[src/rtl/tt_ram_pkg.sv]
// Shared constants, FSM state type and the address range helper for the
// 48-byte RAM arbiter.
package tt_ram_pkg;

    localparam int ADDR_BITS = 6;
    localparam int NUM_BYTES = 48;
    localparam int DATA_BITS = 8;

    typedef enum logic [0:0] {
        ST_CLEAR = 1'b0,
        ST_IDLE  = 1'b1
    } arb_state_e;

    // Only the low NUM_BYTES addresses of the address space are backed by RAM.
    function automatic logic addr_in_range(input logic [ADDR_BITS-1:0] addr);
        return (addr < ADDR_BITS'(NUM_BYTES));
    endfunction

endpackage

[src/rtl/tt_ram_sp.sv]
// Single-port synchronous byte RAM with a registered read port.
// The array is deliberately not reset; the arbiter zeroes it by sequencing.
module tt_ram_sp
    import tt_ram_pkg::*;
(
    input  logic                 clk,
    input  logic                 en_i,
    input  logic                 we_i,
    input  logic [ADDR_BITS-1:0] addr_i,
    input  logic [DATA_BITS-1:0] wdata_i,
    output logic [DATA_BITS-1:0] rdata_o
);

    logic [DATA_BITS-1:0] mem_q [NUM_BYTES];
    logic [DATA_BITS-1:0] rdata_q;

    // Write the array or capture read data for the enabled access.
    always_ff @(posedge clk) begin
        if (en_i) begin
            if (we_i) begin
                mem_q[addr_i] <= wdata_i;
            end else begin
                rdata_q <= mem_q[addr_i];
            end
        end else begin
            rdata_q <= rdata_q;
        end
    end

    assign rdata_o = rdata_q;

endmodule

[src/rtl/tt_ram_arbiter.sv]
// Two-port round-robin arbiter and clear sequencer in front of the byte RAM.
// After reset (or on clear_start) every byte is written to zero, then one
// request per cycle is granted; each handshake gets a response one cycle later.
module tt_ram_arbiter
    import tt_ram_pkg::*;
(
    input  logic                   clk,
    input  logic                   rst_n,
    input  logic [1:0]             req_valid,
    output logic [1:0]             req_ready,
    input  logic [1:0]             req_we,
    input  logic [2*ADDR_BITS-1:0] req_addr,
    input  logic [2*DATA_BITS-1:0] req_wdata,
    output logic [1:0]             rsp_valid,
    output logic [DATA_BITS-1:0]   rsp_rdata,
    output logic                   rsp_err,
    input  logic                   clear_start,
    output logic                   busy
);

    arb_state_e           state_q, state_d;
    logic [ADDR_BITS-1:0] clr_cnt_q, clr_cnt_d;
    logic                 last_grant_q;
    logic [1:0]           rsp_valid_q;
    logic                 rsp_err_q;
    logic                 rsp_zero_q;

    logic                 grant_any_s;
    logic                 grant_port_s;
    logic                 accept_s;
    logic [ADDR_BITS-1:0] sel_addr_s;
    logic [DATA_BITS-1:0] sel_wdata_s;
    logic                 sel_we_s;
    logic                 sel_in_range_s;

    logic                 ram_en_s;
    logic                 ram_we_s;
    logic [ADDR_BITS-1:0] ram_addr_s;
    logic [DATA_BITS-1:0] ram_wdata_s;
    logic [DATA_BITS-1:0] ram_rdata_s;

    // Pick a port: a lone requester wins, a tie goes to the port not granted last.
    always_comb begin
        grant_any_s  = 1'b0;
        grant_port_s = 1'b0;
        case (req_valid)
            2'b01: begin
                grant_any_s  = 1'b1;
                grant_port_s = 1'b0;
            end
            2'b10: begin
                grant_any_s  = 1'b1;
                grant_port_s = 1'b1;
            end
            2'b11: begin
                grant_any_s  = 1'b1;
                grant_port_s = ~last_grant_q;
            end
            default: begin
                grant_any_s  = 1'b0;
                grant_port_s = 1'b0;
            end
        endcase
    end

    // A clear request in IDLE pre-empts any grant in the same cycle.
    assign accept_s  = (state_q == ST_IDLE) && !clear_start && grant_any_s;
    assign req_ready = accept_s ? (grant_port_s ? 2'b10 : 2'b01) : 2'b00;

    assign sel_addr_s     = grant_port_s ? req_addr[2*ADDR_BITS-1:ADDR_BITS]
                                         : req_addr[ADDR_BITS-1:0];
    assign sel_wdata_s    = grant_port_s ? req_wdata[2*DATA_BITS-1:DATA_BITS]
                                         : req_wdata[DATA_BITS-1:0];
    assign sel_we_s       = grant_port_s ? req_we[1] : req_we[0];
    assign sel_in_range_s = addr_in_range(sel_addr_s);

    // Next state and clear address counter.
    always_comb begin
        state_d   = state_q;
        clr_cnt_d = clr_cnt_q;
        case (state_q)
            ST_CLEAR: begin
                if (clr_cnt_q == ADDR_BITS'(NUM_BYTES - 1)) begin
                    state_d   = ST_IDLE;
                    clr_cnt_d = {ADDR_BITS{1'b0}};
                end else begin
                    clr_cnt_d = clr_cnt_q + {{(ADDR_BITS-1){1'b0}}, 1'b1};
                end
            end
            ST_IDLE: begin
                if (clear_start) begin
                    state_d   = ST_CLEAR;
                    clr_cnt_d = {ADDR_BITS{1'b0}};
                end else begin
                    state_d   = ST_IDLE;
                end
            end
            default: begin
                state_d   = ST_CLEAR;
                clr_cnt_d = {ADDR_BITS{1'b0}};
            end
        endcase
    end

    // Steer the RAM port: clear writes while clearing, else the granted in-range op.
    always_comb begin
        ram_en_s    = 1'b0;
        ram_we_s    = 1'b0;
        ram_addr_s  = sel_addr_s;
        ram_wdata_s = sel_wdata_s;
        if (state_q == ST_CLEAR) begin
            ram_en_s    = 1'b1;
            ram_we_s    = 1'b1;
            ram_addr_s  = clr_cnt_q;
            ram_wdata_s = {DATA_BITS{1'b0}};
        end else if (accept_s && sel_in_range_s) begin
            ram_en_s = 1'b1;
            ram_we_s = sel_we_s;
        end else begin
            ram_en_s = 1'b0;
            ram_we_s = 1'b0;
        end
    end

    // FSM, clear counter and round-robin history.
    always_ff @(posedge clk or negedge rst_n) begin
        if (!rst_n) begin
            state_q      <= ST_CLEAR;
            clr_cnt_q    <= {ADDR_BITS{1'b0}};
            last_grant_q <= 1'b1;
        end else begin
            state_q   <= state_d;
            clr_cnt_q <= clr_cnt_d;
            if (accept_s) begin
                last_grant_q <= grant_port_s;
            end else begin
                last_grant_q <= last_grant_q;
            end
        end
    end

    // Response pipeline: which port answered, error flag, and whether RAM data is returned.
    always_ff @(posedge clk or negedge rst_n) begin
        if (!rst_n) begin
            rsp_valid_q <= 2'b00;
            rsp_err_q   <= 1'b0;
            rsp_zero_q  <= 1'b1;
        end else begin
            rsp_valid_q <= req_valid & req_ready;
            rsp_err_q   <= accept_s && !sel_in_range_s;
            rsp_zero_q  <= !(accept_s && sel_in_range_s && !sel_we_s);
        end
    end

    tt_ram_sp u_ram (
        .clk     (clk),
        .en_i    (ram_en_s),
        .we_i    (ram_we_s),
        .addr_i  (ram_addr_s),
        .wdata_i (ram_wdata_s),
        .rdata_o (ram_rdata_s)
    );

    assign rsp_valid = rsp_valid_q;
    assign rsp_err   = rsp_err_q;
    assign rsp_rdata = rsp_zero_q ? {DATA_BITS{1'b0}} : ram_rdata_s;
    assign busy      = (state_q == ST_CLEAR);

endmodule

[config.mk]
export PLATFORM = sky130hd
export DESIGN_NAME = tt_ram_arbiter
export DESIGN_NICKNAME = d
export VERILOG_FILES = /design/src/rtl/tt_ram_pkg.sv /design/src/rtl/tt_ram_sp.sv /design/src/rtl/tt_ram_arbiter.sv
export SDC_FILE = /design/constraint.sdc
export NUM_CORES = 1
export LEC_CHECK = 0
export CAP_MARGIN = 20
export CORE_ASPECT_RATIO = 1.2
export CORE_MARGIN = 3
export CORE_UTILIZATION = 40
export CTS_BUF_LIST = sky130_fd_sc_hd__clkbuf_8
export CTS_CLUSTER_DIAMETER = 200
export DETAILED_ROUTE_END_ITERATION = 6
export GPL_TIMING_DRIVEN = 0
export PLACE_DENSITY = 0.53
export SYNTH_ARGS = -nofsm -noshare
export SYNTH_HDL_FRONTEND = slang
export SYNTH_SLANG_ARGS = --single-unit
[constraint.sdc]
create_clock -name clk -period 6.7 [get_ports clk]
set_clock_uncertainty 0.05 [all_clocks]
set_input_delay 0.67 -clock clk [delete_from_list [all_inputs] [get_ports clk]]
set_output_delay 0.67 -clock clk [all_outputs]
set_load 0.03 [all_outputs]
==> impl_metrics.csv <==
group,metric,value,unit
global_routing,global_route.overflow_total,0,
timing,timing_worst_slew_pin_value,1.34,ns
clocking,cts_buffer_depth,3,
floorplan,io_pins,49,
power_and_ir_drop,p_leak,6.34,nW
setup_path,required,6.91,ns
clocking,numCtsBuffers,61,
drt,detail_route.wl_per_cell,31.8,µm
setup_path,buffer_and_inverter_count_on_the_worst_path,3,
power_and_ir_drop,switchingPower,3.78,mW
clocking,cts_tree,"yes",
power_and_ir_drop,fin_total_pwr,8.87,mW
placement,postPlaceCellArea,0.0179,mm²
setup_path,reg2reg_to,"u_ram.mem_q[8][5]$_DFFE_PP_",
timing,fin_tns_setup,0,ns
timing,report.final.slew_viol_count,0,
timing,finalCritPeriodShare,0.691,
finish,antenna_cells,0,
floorplan,die_height,228,µm
drt,antenna_violating_nets_post_route,0,
run_status,outcome,"finished clean",
power_and_ir_drop,power.share.clock,0.225,
drt,remaining_drc_errors,0,
placement,finalWeightedCongestion,0.918,
synthesis,cells_after_synth,1071,
synthesis,yosysTopAreaCellShare,0.718,
floorplan,floorplan.core_area,0.0401,mm²
power_and_ir_drop,power.density,465,mW/mm²
synthesis,seq_area_frac_synth,0.736,
clocking,root_buffer_cell,"sky130_fd_sc_hd__clkbuf_8",
hold_path,min_path_type,"input pin to async pin",
setup_path,rr_worst_depth,7,
synthesis,synth.largest_area_cell,"sky130_fd_sc_hd__edfxtp_1",
setup_path,reg2reg_slack,2.21,ns
clocking,htree_levels,2,
placement,numPortBuffers,48,
power_and_ir_drop,internal_power,5.09,mW
floorplan,floorplan.initialDensity,0.409,
global_routing,grt_use_total,0.257,
timing,rsz_0062_raised_after_global_routing,"false",
synthesis,synth_edf_count,392,
finish,final_cells,1782,
synthesis,synth.area.top_cells,"sky130_fd_sc_hd__edfxtp_1 (72%), sky130_fd_sc_hd__mux2i_1 (2.7%), sky130_fd_sc_hd__nand2_1 (2.6%)",
timing,timing.final.setup_violations,0,
timing,fmax,0.216,GHz
power_and_ir_drop,pwr-share-seq,0.354,
setup_path,cp-end-kind,"flop",
global_routing,initial_antenna_violation_count,1,
global_routing,grt_start_max_net_pins,37,
finish,post_route_cells_drive_above_1_share,0.160,
setup_path,worst_setup_path_start_kind,"input pin",
setup_path,crit_family,"compound AO/OA/AOI/OAI gates",
timing,max-slew-margin-rel,0.104,
power_and_ir_drop,power.combinational.fraction,0.421,
setup_path,timing.critical_path.arrival,4.84,ns
global_routing,grt_pass1_wl,79.0,mm
setup_path,worstPathCellList,"clkdlybuf4s50_1 > a21boi_2 > buf_6 > o221ai_4 > a22oi_1 > buf_2 > nand3_1 > nor2_1",
finish,final_nets,1233,
setup_path,largest_stage_delay_on_the_critical_path,1.08,ns
synthesis,top_cells_by_instance_count_after_synthesis,"sky130_fd_sc_hd__edfxtp_1 (392), sky130_fd_sc_hd__nand2_1 (114), sky130_fd_sc_hd__nor2_1 (76)",
run,max-cap-violations,0,
finish,area.growth.synth_to_final,16.3,%
clocking,cts-resized-gates,0,
synthesis,post-synth-top-count-cell,"sky130_fd_sc_hd__edfxtp_1",
placement,dp_cells,1665,
clocking,clock_latency,0.66,ns
setup_path,critPathSlowestCell,"sky130_fd_sc_hd__a22oi_1",
synthesis,synth_fp_nets,1107,
floorplan,std_cell_rows,80,
clocking,tritoncts_num_sinks,404,
synthesis,yosys_register_bits,404,
clocking,postCtsSetupRepairBufs,0,
setup_path,timing.rr.start,"state_q$_DFF_PN0_",
drt,detail_route.iter0.violations,1311,
synthesis,post_synth_num_cell_types,69,
drt,routed_via_density,6.06,
drt,vias,10800,
floorplan,design.die.area,0.0435,mm²
synthesis,ys_flop_type,"sky130_fd_sc_hd__edfxtp_1",
power_and_ir_drop,power.ir.vdd_worst,0.213,mV
drt,number_of_detailed_routing_iterations_run_before_antenna_repair,6,
synthesis,syn_avg_cell_area,15.3,µm²
global_routing,first_global_vias,10700,
drt,drt-total-wl,56.7,mm
finish,layout.area.seq,0.0121,mm²
timing,hold_violations,0,
finish,final.fill_count,3540,
setup_path,timing_worst_setup_path_type,"input pin to flop",
floorplan,die_x,191,µm
clocking,path_clk_slew,0.06,ns
power_and_ir_drop,power.switching_fraction,0.427,
finish,final_cell_area,0.0191,mm²
synthesis,synth_async_sr_flop_share,0.0297,
finish,multiInputGateArea,0.00406,mm²
placement,dpl.hpwl,37.6,mm
clocking,hold_buffers,0,
timing,final.min_clock_period,4.63,ns
synthesis,mappedNetlistArea,0.0164,mm²
setup_path,maximum_fanout_along_the_worst_path,10,
synthesis,synth_warnings,0,
how the worst max path moves through the flow:
stage	endpoint	depth (start not counted)	from	slack, ns
global placement	u_ram.mem_q[39][0]$_DFFE_PP_	6	req_valid[1]	0.17
finish	u_ram.mem_q[8][5]$_DFFE_PP_	8	req_valid[1]	2.07
detailed placement	u_ram.mem_q[3][3]$_DFFE_PP_	9	req_valid[1]	1.47
global route	u_ram.mem_q[8][5]$_DFFE_PP_	8	req_valid[1]	2.09
CTS	u_ram.mem_q[3][3]$_DFFE_PP_	9	req_valid[1]	2.15
floorplan	u_ram.mem_q[0][0]$_DFFE_PP_	5	req_valid[1]	3.48
layout by cell type (no fill, tap or decap), types with 5 or more instances in the layout:
master	n
sky130_fd_sc_hd__clkinv_2	16
sky130_fd_sc_hd__nor2b_1	9
sky130_fd_sc_hd__o221ai_1	6
sky130_fd_sc_hd__mux2_2	20
sky130_fd_sc_hd__o211ai_1	6
sky130_fd_sc_hd__clkbuf_8	61
sky130_fd_sc_hd__edfxtp_1	392
sky130_fd_sc_hd__buf_6	9
sky130_fd_sc_hd__a22oi_1	31
sky130_fd_sc_hd__inv_1	19
sky130_fd_sc_hd__nor2_1	76
sky130_fd_sc_hd__nand4_1	5
sky130_fd_sc_hd__buf_4	8
sky130_fd_sc_hd__o21ai_0	27
sky130_fd_sc_hd__a21oi_4	8
sky130_fd_sc_hd__a31oi_1	12
sky130_fd_sc_hd__nand2_1	114
sky130_fd_sc_hd__clkbuf_1	19
sky130_fd_sc_hd__buf_2	31
sky130_fd_sc_hd__mux4_2	5
sky130_fd_sc_hd__a211oi_1	11
sky130_fd_sc_hd__mux2_1	7
sky130_fd_sc_hd__buf_12	5
sky130_fd_sc_hd__clkinv_1	18
sky130_fd_sc_hd__o22ai_1	20
sky130_fd_sc_hd__a221oi_1	38
sky130_fd_sc_hd__nor3_1	6
sky130_fd_sc_hd__and3_1	5
sky130_fd_sc_hd__a32oi_1	8
sky130_fd_sc_hd__mux2i_1	45
sky130_fd_sc_hd__dfrtp_1	10
sky130_fd_sc_hd__clkdlybuf4s50_1	48
sky130_fd_sc_hd__nand3_1	21
sky130_fd_sc_hd__a21oi_1	43
power by group through the flow:
stage,combinational [mW],clock [mW],sequential (mW)
5_1_grt,3.81,2.12,3.15
2_1_floorplan,1.93,0,3.16
3_3_place_gp,3.57,0,3.19
3_5_place_dp,3.63,0,3.19
6_report,3.73,2.00,3.14
4_1_cts,3.64,2.02,3.13
final cells by class:
type | count | area share
repair buffers | 63 | 0.0382
clock buffers | 61 | 0.0440
clock inverters | 54 | 0.0179
well taps | 533 | 0.0350
plain buffers | 63 | 0.0175
flip-flops and latches | 404 | 0.633
multi-input cells | 598 | 0.213
inverters | 6 | 0.00118
worst reg2reg max path, stage by stage, from the launching register on:
cell                      delay (ns)
sky130_fd_sc_hd__dfrtp_1        0.39
sky130_fd_sc_hd__buf_4          0.19
sky130_fd_sc_hd__or2_2          0.29
sky130_fd_sc_hd__buf_1          0.19
sky130_fd_sc_hd__a22oi_1        1.07
sky130_fd_sc_hd__buf_2          0.52
sky130_fd_sc_hd__nand3_1        0.45
sky130_fd_sc_hd__nor2_1         0.94
state kept, by name, indices dropped and copies added, names as in the netlist:
register	flops
rsp_zero_q	1
rsp_err	1
u_ram.rdata_o	8
u_ram.mem_q	384
clr_cnt_q	6
rsp_valid	2
state_q	1
last_grant_q	1
per-stage QoR:
stage | utilization | worst slack, ns | hold slack, ns
finish | 0.475 | 2.07 | 0.335
global route | 0.475 | 2.09 | 0.394
CTS | 0.475 | 2.15 | 0.328
detailed placement | 0.445 | 1.47 | 0.497
global placement | 0.437 | 0.168 | 0.486
floorplan | - | 3.48 | 0.324
logic make-up (layout without fill, tap and decap cells):
group / count (synthesis) / in the layout / synth area share
mux: 77 / 77 / 0.0529
buf+inv: 69 / 247 / 0.0217
compound gates: 262 / 262 / 0.119
simple gates: 256 / 256 / 0.0685
flops: 404 / 404 / 0.736
fa+ha+maj: 1 / 1 / 0.000763
xor+xnor: 2 / 2 / 0.00107
layer usage:
layer / track usage / vias to the layer above / part of all wire
met3: 0.0471 / 180 / 0.086
met2: 0.412 / 633 / 0.47
met1: 0.329 / 5457 / 0.38
li1: - / 4524 / -
met4: 0.145 / 2 / 0.063
met5: 0 / - / 0.00018
Note: power is estimated with default switching activity, not from simulation.
